### config.mk
export PLATFORM = sky130hd
export DESIGN_NAME = hex_seq_counter
export DESIGN_NICKNAME = d
export VERILOG_FILES = /design/src/rtl/hex_seq_counter.sv
export SDC_FILE = /design/constraint.sdc
export NUM_CORES = 1
export LEC_CHECK = 0
export CORE_ASPECT_RATIO = 0.7
export CORE_UTILIZATION = 51
export CTS_CLUSTER_SIZE = 28
export DETAILED_ROUTE_END_ITERATION = 10
export GPL_TIMING_DRIVEN = 1
export HOLD_SLACK_MARGIN = 0.08
export PLACE_DENSITY = 0.79
export SLEW_MARGIN = 40
export SYNTH_ARGS = -nofsm -noshare
export SYNTH_HDL_FRONTEND = slang
export SYNTH_SLANG_ARGS = --single-unit
export TNS_END_PERCENT = 100
### constraint.sdc
create_clock -name clk -period 2.22 [get_ports clk]
set_input_delay 0.444 -clock clk [delete_from_list [all_inputs] [get_ports clk]]
set_output_delay 0.444 -clock clk [all_outputs]
set_load 0.02 [all_outputs]
### src/rtl/hex_seq_counter.sv
// Step-driven up/down counter with seven-segment (active-low) hex display outputs.
// Optional leading-zero blanking is compiled in with the HEX_SEQ_BLANK_EN macro.
module hex_seq_counter #(
  parameter int unsigned DIGITS    = 2,
  parameter int unsigned MAX_COUNT = 255,
  parameter bit          WRAP      = 1'b1
) (
  input  logic                  clk,
  input  logic                  reset_n,
  input  logic                  step,
  input  logic                  dir,
  input  logic                  hold,
  input  logic                  load,
  input  logic [4*DIGITS-1:0]   load_val,
  output logic [4*DIGITS-1:0]   count,
  output logic [7*DIGITS-1:0]   hex,
  output logic                  limit
);

  localparam int unsigned W  = 4 * DIGITS;
  localparam int unsigned HW = 7 * DIGITS;
  localparam logic [W-1:0] MaxVal = W'(MAX_COUNT);

  typedef enum logic [1:0] {StIdle, StStep, StHold} state_e;

  function automatic logic [6:0] seg7(input logic [3:0] n);
    logic [6:0] s;
    case (n)
      4'h0:    s = 7'b1000000;
      4'h1:    s = 7'b1111001;
      4'h2:    s = 7'b0100100;
      4'h3:    s = 7'b0110000;
      4'h4:    s = 7'b0011001;
      4'h5:    s = 7'b0010010;
      4'h6:    s = 7'b0000010;
      4'h7:    s = 7'b1111000;
      4'h8:    s = 7'b0000000;
      4'h9:    s = 7'b0010000;
      4'hA:    s = 7'b0001000;
      4'hB:    s = 7'b0000011;
      4'hC:    s = 7'b1000110;
      4'hD:    s = 7'b0100001;
      4'hE:    s = 7'b0000110;
      default: s = 7'b0001110;
    endcase
    return s;
  endfunction

  function automatic logic [HW-1:0] encode(input logic [W-1:0] v);
    logic [HW-1:0] h;
    h = '0;
    for (int k = 0; k < int'(DIGITS); k++) begin
      h[7*k +: 7] = seg7(v[4*k +: 4]);
`ifdef HEX_SEQ_BLANK_EN
      // A digit is blank when it and every more significant nibble are zero.
      if (k > 0 && (v >> (4 * k)) == '0) h[7*k +: 7] = 7'b1111111;
`endif
    end
    return h;
  endfunction

  localparam logic [HW-1:0] HexRst = encode('0);

  state_e         state_q, state_d;
  logic [W-1:0]   count_q, count_d;
  logic [HW-1:0]  hex_q, hex_d;
  logic           limit_q, limit_d;
  logic           step_q, step_d;
  logic           arm_q, arm_d;
  logic           dir_q, dir_d;
  logic           step_edge;

  always_comb begin
    state_d   = state_q;
    count_d   = count_q;
    limit_d   = 1'b0;
    dir_d     = dir_q;
    step_d    = step;
    // After reset, step must be seen low once before an edge can count.
    arm_d     = arm_q | ~step;
    step_edge = step & ~step_q & arm_q;
    hex_d     = encode(count_q);

    if (load) begin
      state_d = StIdle;
      count_d = (load_val > MaxVal) ? MaxVal : load_val;
    end else begin
      unique case (state_q)
        StIdle: begin
          if (hold) begin
            state_d = StHold;
          end else if (step_edge) begin
            state_d = StStep;
            dir_d   = dir;
          end
        end
        StStep: begin
          state_d = hold ? StHold : StIdle;
          if (dir_q) begin
            if (count_q >= MaxVal) begin
              limit_d = 1'b1;
              count_d = WRAP ? '0 : MaxVal;
            end else begin
              count_d = count_q + 1'b1;
            end
          end else begin
            if (count_q == '0) begin
              limit_d = 1'b1;
              count_d = WRAP ? MaxVal : '0;
            end else begin
              count_d = count_q - 1'b1;
            end
          end
        end
        StHold: begin
          if (!hold) state_d = StIdle;
        end
        default: state_d = StIdle;
      endcase
    end
  end

  always_ff @(posedge clk or negedge reset_n) begin
    if (!reset_n) begin
      state_q <= StIdle;
      count_q <= '0;
      hex_q   <= HexRst;
      limit_q <= 1'b0;
      step_q  <= 1'b0;
      arm_q   <= 1'b0;
      dir_q   <= 1'b0;
    end else begin
      state_q <= state_d;
      count_q <= count_d;
      hex_q   <= hex_d;
      limit_q <= limit_d;
      step_q  <= step_d;
      arm_q   <= arm_d;
      dir_q   <= dir_d;
    end
  end

  assign count = count_q;
  assign hex   = hex_q;
  assign limit = limit_q;

endmodule

==> impl_metrics.json, run 1 <==
{
  "ir_drop_uv": 508,
  "p_per_area_nw_per_um2": 659,
  "cts-resized-gates": 0,
  "setup_viol": 0,
  "dpl.cell_count": 274,
  "drt_wl_total_um": 4530,
  "synthesis.nets": 215,
  "seqCellArea_um2": 703,
  "synthMostInstantiatedCell": "dfrtp_1",
  "ys_top_cells_by_count": "dfrtp_1 (26), nand2_1 (18), nor2_1 (13)",
  "wl_per_cell_um": 16.3,
  "cap_violations": 0,
  "synth_edf_count": 0,
  "synth_top_area_share_pct": 36.0,
  "dpl_worst_slack_ns": 0.302,
  "die-area_um2": 3790,
  "gp_congestion": 0.935,
  "die_w_um": 73.2,
  "first_iter_violations": 159,
  "fmax_mhz": 467,
  "async_flop_share_pct": 100,
  "stdcell_area_um2": 2310,
  "grt_pass1_wl_um": 7420,
  "overflow": 0,
  "use_met2_pct": 39.0,
  "grt_max_degree": 18,
  "cp_top_family": "buffers and inverters",
  "ys_ff_latch": 28,
  "post_dp_cell_area_um2": 2270,
  "hpwl_um": 3430,
  "numPortBuffers": 36,
  "cts.sinks": 28,
  "critPathMaxStageDelay_ns": 0.71,
  "ys_warn_count": 0,
  "placeableCoreArea_um2": 3250,
  "via_per_inst": 5.74,
  "cp_cell_sequence": "clkdlybuf4s50_1",
  "final_cell_count_no_fill": 278,
  "cts.clk_slew.worst_paths_ns": 0.10,
  "fin_ws_ns": 0.0793,
  "diodes": 0,
  "met3_usage_pct": 6.78,
  "drtPass1Iterations": 4,
  "via_count": 1597,
  "insertion_delay_ns": 0.28,
  "avgSynthCellArea_um2": 9.57,
  "floorplan.initialDensity_pct": 55.6,
  "hold_viol_final": 0,
  "path_max_fanout": 15,
  "worst_setup_path_end_kind": "output port",
  "ant_nets": 0,
  "grt.total_usage_pct": 26.3,
  "p_leak_nw": 0.987,
  "cts_root_buf": "clkbuf_8",
  "worst_path_max_delay_cell": "clkdlybuf4s50_1",
  "hold_buffers": 0,
  "multiInputGateArea_um2": 990,
  "cts_tree": "done",
  "path_class": "reg -> out",
  "rsz0062_at_grt": "no",
  "post_cts_buffers": 0,
  "synthCells": 189,
  "remaining_drc_errors": 0,
  "maxSlewHeadroom_pct": 63.2,
  "worstSetupStartpointType": "flip-flop",
  "boundaryPins": 37,
  "crit_arrival_ns": 1.70,
  "fin_nets": 258,
  "maxSlewViolCount": 0,
  "synthesis.area_um2": 1810,
  "yosysSeqAreaShare_pct": 38.9,
  "min_path_type": "reg -> reg",
  "cts-buffers-inserted": 3,
  "worst_pin_slew_ns": 0.552,
  "drive_above_1_share_pct": 15.2,
  "cp_num_buf_inv": 1,
  "area_growth_pct": 27.8,
  "skew_ns": 0.0108,
  "top_usage_layer": "met2",
  "total_power_mw": 1.52,
  "period_needed_ns": 2.14,
  "cts_htree_levels": 1,
  "row_count": 17,
  "fill_cells": 252,
  "synth_cell_types": 56,
  "antenna_found_initial": 0,
  "ys.flop_type": "dfrtp_1",
  "grt_pass1_vias": 1567,
  "cts_buffer_depth": 2,
  "yosys.area.top_type": "dfrtp_1",
  "cp.required_ns": 1.78,
  "grtUsageMet1_pct": 37.7,
  "fin_crit_sh_pct": 96.4,
  "outcome": "complete, no violations",
  "die_h_um": 51.8,
  "ys_top_cells_by_area": "dfrtp_1 (36%), ha_1 (8.3%), mux2i_1 (3.9%)",
  "fin_tns_setup_ns": 0
}
## final timing paths
check / startpoint / end / slack [ns] / depth (start not counted)
max in group asynchronous: reset_n / hex[13] / 1.45 / 2
worst max-delay path: count[7] / count[7] / 0.08 / 1
worst min register to register: step_q / state_q[0] / 0.44 / 1
min in group asynchronous: reset_n / state_q[0] / 0.48 / 2
worst min-delay path: step_q / state_q[0] / 0.44 / 1
worst max register to register: count[1] / count[3] / 0.30 / 7
## through the flow
stage	util (%)	hold slack, ns
floorplan	-	0.148
global placement	69.6	0.422
detailed placement	69.6	0.442
CTS	71.0	0.455
global route	71.0	0.474
finish	71.0	0.444
## cell type report
class                           count  area share, %
Multi-Input combinational cell    136           42.8
Tap cell                           47           2.54
Sequential cell                    28           30.4
Clock buffer                        4           1.95
Timing Repair Buffer               50           20.1
Inverter                           13           2.11
## sequential cells by signal, summed over array words and instances, names as in the netlist
name     flops
arm_q        1
limit        1
dir_q        1
count        8
step_q       1
state_q      2
hex         14
## where the power goes
group	switching, mW	total [mW]	internal, mW
registers	0.0664	0.643	0.576
logic	0.315	0.589	0.274
clock network	0.162	0.291	0.129
total	0.544	1.52	0.979
## kinds of logic (layout without fill, tap and decap cells)
| kind of cell | Yosys count | after routing | share of synthesized area, % |
|---|---|---|---|
| DFF | 28 | 28 | 38.9 |
| buffers and inverters | 25 | 67 | 6.37 |
| xor gates and xnor gates | 3 | 3 | 1.45 |
| adders and majority gates | 12 | 12 | 8.30 |
| muxes | 9 | 9 | 6.37 |
| AOI/OAI and AO/OA | 49 | 49 | 20.1 |
| and+or+nand+nor | 63 | 63 | 18.5 |
## placed cells by master, fill, tap and decap left out, drive strengths merged, types with 3 or more instances in the layout
cell / count
nand4: 4
nor2: 14
nand2b: 4
clkbuf: 4
o21ai: 7
o31ai: 3
inv: 13
a21oi: 11
buf: 14
mux2i: 7
dfrtp: 26
nand3: 7
ha: 12
nor3: 3
a22o: 3
clkdlybuf4s50: 36
nand2: 19
o211ai: 4
or3: 4
## metal layers
metal,vias up,routed length (um)
met5,-,0
met2,76,2020
li1,766,-
met3,6,413
met1,749,2060
met4,0,29
Power figures use the tool's default switching activity.
==> run 2, diff against run 1 <==
--- a/config.mk
+++ b/config.mk
@@ -5,7 +5,9 @@
 export SDC_FILE = /design/constraint.sdc
 export NUM_CORES = 1
 export LEC_CHECK = 0
+export CAP_MARGIN = 20
 export CORE_ASPECT_RATIO = 0.7
+export CORE_MARGIN = 4
 export CORE_UTILIZATION = 51
 export CTS_CLUSTER_SIZE = 28
 export DETAILED_ROUTE_END_ITERATION = 10
==> run 2 against run 1 <==
- critical path depth did not move
- die area rose by 21%
- core utilization fell by 0.84 points
- clock power rose by 12%
- cell count fell by 1.1%
- setup slack improved by 0.12 ns
- clock-buffer cell count did not move
- combinational power barely moved
- first-iteration DRC count rose by 27%
- critical path type unchanged
==> impl_metrics.json, run 2 (synthesized netlist as in run 1, its figures left out) <==
{
  "skew_ns": 0.00302,
  "grt_max_degree": 29,
  "final_common_cell": "clkdlybuf4s50_1",
  "path_max_fanout": 9,
  "via_count": 1640,
  "floorplan.initialDensity_pct": 55.2,
  "cp_cell_sequence": "clkdlybuf4s50_1",
  "worst-r2r-setup-slack_ns": 0.24,
  "worstSetupStartpointType": "flip-flop",
  "seqCellArea_um2": 703,
  "row_count": 17,
  "maxSlewViolCount": 0,
  "hpwl_um": 3380,
  "p_leak_nw": 0.979,
  "cp.required_ns": 1.78,
  "hold_viol_final": 0,
  "setup_viol": 0,
  "cap_violations": 0,
  "hold_ws_ns": 0.449,
  "cts-resized-gates": 0,
  "crit_arrival_ns": 1.57,
  "ant_nets": 0,
  "fin_nets": 255,
  "wl_per_cell_um": 16.8,
  "rsz0062_at_grt": "no",
  "total_power_mw": 1.55,
  "boundaryPins": 37,
  "fmax_mhz": 496,
  "worst_setup_path_end_kind": "output port",
  "insertion_delay_ns": 0.28,
  "cts_buffer_depth": 2,
  "hold_depth": 1,
  "post_cts_buffers": 0,
  "grt.total_usage_pct": 21.2,
  "cts_root_buf": "clkbuf_8",
  "area_growth_pct": 27.1,
  "diodes": 0,
  "placeableCoreArea_um2": 3280,
  "cts_htree_levels": 1,
  "overflow": 0,
  "largest_register_ff_count": 14,
  "outcome": "complete, no violations",
  "fin_tns_setup_ns": 0,
  "remaining_drc_errors": 0,
  "maxSlewHeadroom_pct": 71.3,
  "die-area_um2": 4580,
  "path_class": "reg -> out",
  "worst_path_max_delay_cell": "clkdlybuf4s50_1",
  "cts-buffers-inserted": 3,
  "gp_congestion": 1.03,
  "grt_pass1_wl_um": 7730,
  "cts_tree": "done",
  "min_from": "step_q",
  "fill_cells": 266,
  "min_path_type": "reg -> reg",
  "drt_wl_total_um": 4620,
  "r2r_start": "count[1]",
  "critPathMaxStageDelay_ns": 0.69,
  "via_per_inst": 5.96,
  "numPortBuffers": 36,
  "final_cell_mix": "clkdlybuf4s50_1 (36), dfrtp_1 (26), nand2_1 (18)",
  "multiInputGateArea_um2": 990,
  "antenna_found_initial": 0,
  "first_iter_violations": 202,
  "reg2reg_to": "count[6]",
  "die_w_um": 79.2,
  "holdPathEnd": "state_q[0]",
  "die_h_um": 57.8,
  "drive_above_1_share_pct": 14.5,
  "drtPass1Iterations": 5,
  "fin_crit_sh_pct": 90.9,
  "cts.sinks": 28,
  "grt_pass1_vias": 1594,
  "ir_drop_uv": 497,
  "cp_num_buf_inv": 1,
  "hold_buffers": 0,
  "cts.clk_slew.worst_paths_ns": 0.10,
  "cp_top_family": "buffers and inverters",
  "worst_pin_slew_ns": 0.426,
  "period_needed_ns": 2.02,
  "p_per_area_nw_per_um2": 675,
  "r2r_cells": 7
}
run 2: worst max-delay path by stage:
| stage | from | endpoint | slack [ns] | cells after the start |
|---|---|---|---|---|
| floorplan | count[5] | count[3] | 0.31 | 8 |
| global placement | count[1] | count[0] | 0.35 | 6 |
| detailed placement | count[1] | count[6] | 0.32 | 7 |
| CTS | count[2] | count[2] | 0.22 | 1 |
| global route | count[1] | count[6] | 0.14 | 7 |
| finish | count[2] | count[2] | 0.20 | 1 |
run 2: layout make-up:
| cell class | instances | area share [%] |
|---|---|---|
| tap | 47 | 2.56 |
| clock buffer | 4 | 2.40 |
| inverter | 13 | 2.12 |
| timing repair buffer | 47 | 19.3 |
| sequential | 28 | 30.6 |
| multi-input combinational | 136 | 43.1 |
run 2: power by group:
| part | internal (mW) | switching, mW | total [mW] |
|---|---|---|---|
| clock | 0.159 | 0.167 | 0.326 |
| combinational | 0.267 | 0.320 | 0.587 |
| sequential | 0.576 | 0.0620 | 0.638 |
| total | 1.00 | 0.549 | 1.55 |
run 2: stage by stage:
step / cell area (um2) / setup slack (ns) / cells / util [%]
6_report: 2300 / 0.203 / 275 / 70.2
5_1_grt: 2300 / 0.136 / 275 / 70.2
4_1_cts: 2300 / 0.219 / 275 / 70.2
3_5_place_dp: 2240 / 0.318 / 271 / 68.5
3_3_place_gp: 2240 / 0.346 / 271 / 68.5
2_1_floorplan: 1810 / 0.308 / 189 / -
run 2: layer usage:
metal  global-route usage, %  part of all wire (%)  up-vias
li1                        -                     -      752
met5                       0                     0        -
met3                    7.92                    10       13
met2                    30.5                    44       97
met4                    5.39                   2.1        0
met1                    30.2                    44      778
